==> src/rtl/hazard3_cdc_req_ctrl_pkg.sv <==
// Shared definitions for the source-side req/ack CDC controller.
package hazard3_cdc_req_ctrl_pkg;

    // Default word width for request and response words.
    localparam int W_DATA_DEFAULT = 32;

    // Controller phase encoding (4-phase handshake, source side).
    typedef enum logic [1:0] {
        IDLE   = 2'd0,
        REQ_HI = 2'd1,
        REQ_LO = 2'd2
    } state_t;

endpackage

==> src/rtl/hazard3_sync_1bit.sv <==
// Multi-flop synchronizer for a single asynchronous level.
module hazard3_sync_1bit #(
    parameter int N_STAGES = 2
) (
    input  logic clk,
    input  logic rst_n,
    input  logic d,
    output logic q
);

    logic [N_STAGES-1:0] chain;

    // Shift the asynchronous level through the flop chain; stage 0 may go metastable.
    always_ff @(posedge clk or negedge rst_n) begin
        if (!rst_n) begin
            chain <= '0;
        end else begin
            chain <= {chain[N_STAGES-2:0], d};
        end
    end

    assign q = chain[N_STAGES-1];

endmodule

==> src/rtl/hazard3_cdc_req_ctrl.sv <==
// Source-side controller for a 4-phase req/ack clock-domain crossing.
//
// Handshake on the clk side: a word moves when src_valid && src_ready are both
// high at a rising clk edge; src_valid may be held across stalls and src_wdata
// must be stable while src_valid waits for src_ready.
//
// Foreign side: xfer_req rises with xfer_wdata already stable, the foreign
// domain raises its ack with xfer_rdata stable, xfer_req falls after the
// synchronized ack is seen, and the controller waits for the ack to fall
// before accepting the next word.
module hazard3_cdc_req_ctrl
    import hazard3_cdc_req_ctrl_pkg::*;
#(
    parameter int W_DATA        = W_DATA_DEFAULT,
    parameter int N_SYNC_STAGES = 2
) (
    input  logic              clk,
    input  logic              rst_n,
    input  logic              src_valid,
    output logic              src_ready,
    input  logic [W_DATA-1:0] src_wdata,
    output logic              rsp_valid,
    output logic [W_DATA-1:0] rsp_rdata,
    output logic              xfer_req,
    output logic [W_DATA-1:0] xfer_wdata,
    input  logic              xfer_ack_async,
    input  logic [W_DATA-1:0] xfer_rdata
);

    state_t state;
    state_t state_nxt;
    logic   ack_sync;
    logic   accept;
    logic   capture;

    // Only the synchronized ack is ever used for decisions.
    hazard3_sync_1bit #(
        .N_STAGES (N_SYNC_STAGES)
    ) u_ack_sync (
        .clk   (clk),
        .rst_n (rst_n),
        .d     (xfer_ack_async),
        .q     (ack_sync)
    );

    assign accept  = src_valid && src_ready;
    assign capture = (state == REQ_HI) && ack_sync;

    // State register.
    always_ff @(posedge clk or negedge rst_n) begin
        if (!rst_n) begin
            state <= IDLE;
        end else begin
            state <= state_nxt;
        end
    end

    // Next-state logic; an ack dropping early in REQ_HI is ignored.
    always_comb begin
        state_nxt = state;
        case (state)
            IDLE:    if (accept)    state_nxt = REQ_HI;
            REQ_HI:  if (ack_sync)  state_nxt = REQ_LO;
            REQ_LO:  if (!ack_sync) state_nxt = IDLE;
            default:                state_nxt = IDLE;
        endcase
    end

    // Output decode: ready only in IDLE with the ack low, forced low while reset is held.
    always_comb begin
        src_ready = 1'b0;
        case (state)
            IDLE:    src_ready = rst_n && !ack_sync;
            default: src_ready = 1'b0;
        endcase
    end

    // Request level and word come straight from flops so the foreign domain sees no glitches.
    always_ff @(posedge clk or negedge rst_n) begin
        if (!rst_n) begin
            xfer_req   <= 1'b0;
            xfer_wdata <= '0;
        end else if (accept) begin
            xfer_req   <= 1'b1;
            xfer_wdata <= src_wdata;
        end else if (capture) begin
            xfer_req   <= 1'b0;
        end
    end

    // Response capture: rdata is stable while the ack is high, and ack_sync lags the raw ack.
    always_ff @(posedge clk or negedge rst_n) begin
        if (!rst_n) begin
            rsp_valid <= 1'b0;
            rsp_rdata <= '0;
        end else begin
            rsp_valid <= capture;
            if (capture) begin
                rsp_rdata <= xfer_rdata;
            end
        end
    end

endmodule

==> config.mk <==
export PLATFORM = sky130hd
export DESIGN_NAME = hazard3_cdc_req_ctrl
export DESIGN_NICKNAME = d
export VERILOG_FILES = /design/src/rtl/hazard3_cdc_req_ctrl_pkg.sv /design/src/rtl/hazard3_sync_1bit.sv /design/src/rtl/hazard3_cdc_req_ctrl.sv
export SDC_FILE = /design/constraint.sdc
export NUM_CORES = 1
export LEC_CHECK = 0
export BUFFER_PORTS_ARGS = -buffer_cell sky130_fd_sc_hd__buf_2
export CORE_ASPECT_RATIO = 0.9
export CORE_UTILIZATION = 49
export DETAILED_ROUTE_END_ITERATION = 8
export PLACE_DENSITY = 0.85
export SLEW_MARGIN = 20
export SYNTH_ARGS = -nofsm -noshare
export SYNTH_HDL_FRONTEND = slang
export SYNTH_SLANG_ARGS = --single-unit
==> constraint.sdc <==
create_clock -name clk -period 2.3 [get_ports clk]
set_input_delay 0.345 -clock clk [delete_from_list [all_inputs] [get_ports clk]]
set_output_delay 0.345 -clock clk [all_outputs]
set_load 0.01 [all_outputs]
==> metrics.cfg <==
[synth]
synthArstFlopShare_pct = 100
synth_edf_count = 0
synth-seq-cells = 70
synth.area.top_cells = dfrtp_1 (65%), mux2_4 (16%), mux2_2 (15%)
yosysWarningCount = 0
synthCells = 150
post_synth_instance_area_um2 = 2700
postSynthNetCount = 218
syn_area_per_cell_um2 = 18.0
post-synth-top-area-fraction_pct = 64.9
dominantRegCellSynth = dfrtp_1
yosys.cell_count.top_type = dfrtp_1
synth.distinct_cells = 13
synth_top_cells_by_count = dfrtp_1 (70), mux2_2 (36), mux2_4 (28)
synth_seq_area_share_pct = 64.9
post-synth-top-area-cell = dfrtp_1

[timing]
tightestPinTransition_ns = 0.839
setup_violations = 0
report.final.slew_viol_count = 0
final_min_period_over_clock_period_pct = 70.0
final_hold_viol_count = 0
final.hold.worst_slack_ns = 0.124
max_clock_freq_mhz = 621
max-slew-margin-rel_pct = 44.1
setup_total_negative_slack_ns = 0
layout_min_cycle_time_ns = 1.61
rsz0062_at_grt = false
worst_clock_skew_ns = 0.00529

[global_routing]
grt_pass1_vias = 1684
grt_max_degree = 71
antenna_found_initial = 0
gr-total-overflow = 0
grt_first_pass_wirelength_um = 7910
track_usage_pct = 18.6

[critical_path]
critPathSlowestCell = dfrtp_1
timing.critical_path.slowest_cell_delay_ns = 0.43
cp-start-kind = register
worst_path_buf_inv = 1
cp_num_cells = 2
cp.required_ns = 1.96
cp_data_arrival_time_ns = 1.27
cp_cell_sequence = nor4b_4 > buf_2
crit_type = register to output pin
critical-path-top-delay-family = flip-flops
endpoint_kind = output pin
crit_fanout = 4
r2r_cells = 4

[drt]
detail_route.wl_per_cell_um = 14.4
drt_iter0_drc = 71
drtPass1Iterations = 4
vias = 1748
ant_nets = 0
route.detailed.vias_per_inst = 4.82
wirelength_um = 5240
drt_drc_violations_left = 0

[clock_tree]
clock-sinks = 70
cts_post_setup_buffers_inserted = 0
clk_transition_reported_paths_ns = 0.06
clock_tree_from_tritoncts = done
clk_latency_ns = 0.33
cts-buffers-inserted = 9
cts_hold_repair.buffers = 0
clk_root_buffer_cell = clkbuf_8
cts_resized = 0
htree_num_levels = 3
clock_path_buffers = 2

[final_layout]
antenna_cells_inserted = 0
layout-drive-gt1-share_pct = 73.3
final_net_count = 361
fin_cells = 363
area_delta_synth_final_pct = 33.7

[floorplanning]
initial_utilization_pct = 51.1
placeableCoreArea_um2 = 5290
ios = 135
design.die.area_um2 = 5810
die_x_um = 80.2
die_h_um = 72.4
core.rowCount = 25

[placement]
gp_congestion = 0.708
io_buffer_count = 134
placed_cells_incl_taps = 349
dp_hpwl_um = 3850

[run]
cap_viol_max_count = 0

[min_path]
hold_path.class = primary input to register
hold_depth = 1

[pwr]
power.density_nw_per_um2 = 1080
leakage_nw = 1.92
worst_ir_drop_vdd_v = 0.000654

[run_status]
status = finished clean

layer usage:
metal  up-vias  share of wire (%)  GRT usage (%)
met5         -                  0              0
met4         0                1.6           7.74
met3         9                6.3           5.79
met2        82                 48           29.9
met1       848                 44           23.5
li1        809                  -              -
layout by cell type, fill, tap and decap left out, drive strengths merged:
cell,instances
clkinv,1
nand3b,1
clkbuf,13
mux2,64
o21ai,1
a21boi,1
nor4b,1
nand2b,2
inv,1
nand2,3
dfrtp,70
buf,138
report_power, final:
| group | total [mW] | internal (mW) | switching (mW) | leakage [nW] |
|---|---|---|---|---|
| Combinational | 1.21 | 0.687 | 0.521 | 1.00 |
| Clock | 0.860 | 0.467 | 0.393 | 0.0914 |
| Sequential | 1.83 | 1.63 | 0.201 | 0.827 |
| Total | 3.90 | 2.79 | 1.11 | 1.92 |
worst reg2reg max path, stage by stage (launching register included):
cell and delay [ns]:
dfrtp_1 0.43, nor4b_4 0.33, nand2_2 0.09, buf_4 0.23, mux2_4 0.33
worst paths after layout:
| check | from | end | slack (ns) |
|---|---|---|---|
| max | u_ack_sync.chain[1]$_DFF_PN0_ | src_ready | 0.69 |
| min | xfer_ack_async | u_ack_sync.chain[0]$_DFF_PN0_ | 0.12 |
| max reg2reg | u_ack_sync.chain[1]$_DFF_PN0_ | xfer_wdata[31]$_DFFE_PN0P_ | 0.78 |
| min reg2reg | u_ack_sync.chain[0]$_DFF_PN0_ | u_ack_sync.chain[1]$_DFF_PN0_ | 0.34 |
| max in group asynchronous | rst_n | rsp_rdata[1]$_DFFE_PN0P_ | 1.51 |
| min in group asynchronous | rst_n | xfer_wdata[1]$_DFFE_PN0P_ | 0.24 |
through the flow:
step | util [%] | worst slack, ns | power, mW | cell area [um2]
CTS | 68.3 | 0.667 | 3.96 | 3610
floorplan | - | 0.760 | 2.51 | 2700
global route | 68.3 | 0.630 | 4.13 | 3610
finish | 68.3 | 0.689 | 3.90 | 3610
global placement | 65.0 | 0.849 | 3.02 | 3440
detailed placement | 65.0 | 0.794 | 3.08 | 3440
area by class of cell:
cell class,count,area [um2]
Fill cell,406,1680
Inverter,1,3.75
Tap cell,67,83.8
Sequential cell,70,1750
Multi-Input combinational cell,73,896
Timing Repair Buffer,138,701
Clock buffer,13,169
Clock inverter,1,5.00
flip-flops by register name, indices dropped and copies added (netlist names):
signal and count:
u_ack_sync.chain 2, xfer_wdata 32, rsp_valid 1, rsp_rdata 32
xfer_req 1, state 2
logic make-up after synthesis:
kind of cell	count (synthesis)	share of synthesized area [%]
AO/OA/AOI/OAI	2	0.463
buffers and inverters	7	1.95
flip-flops	70	64.9
multiplexers	64	30.6
AND/OR/NAND/NOR	7	2.13
No activity file was read; power rests on OpenSTA's default activity.
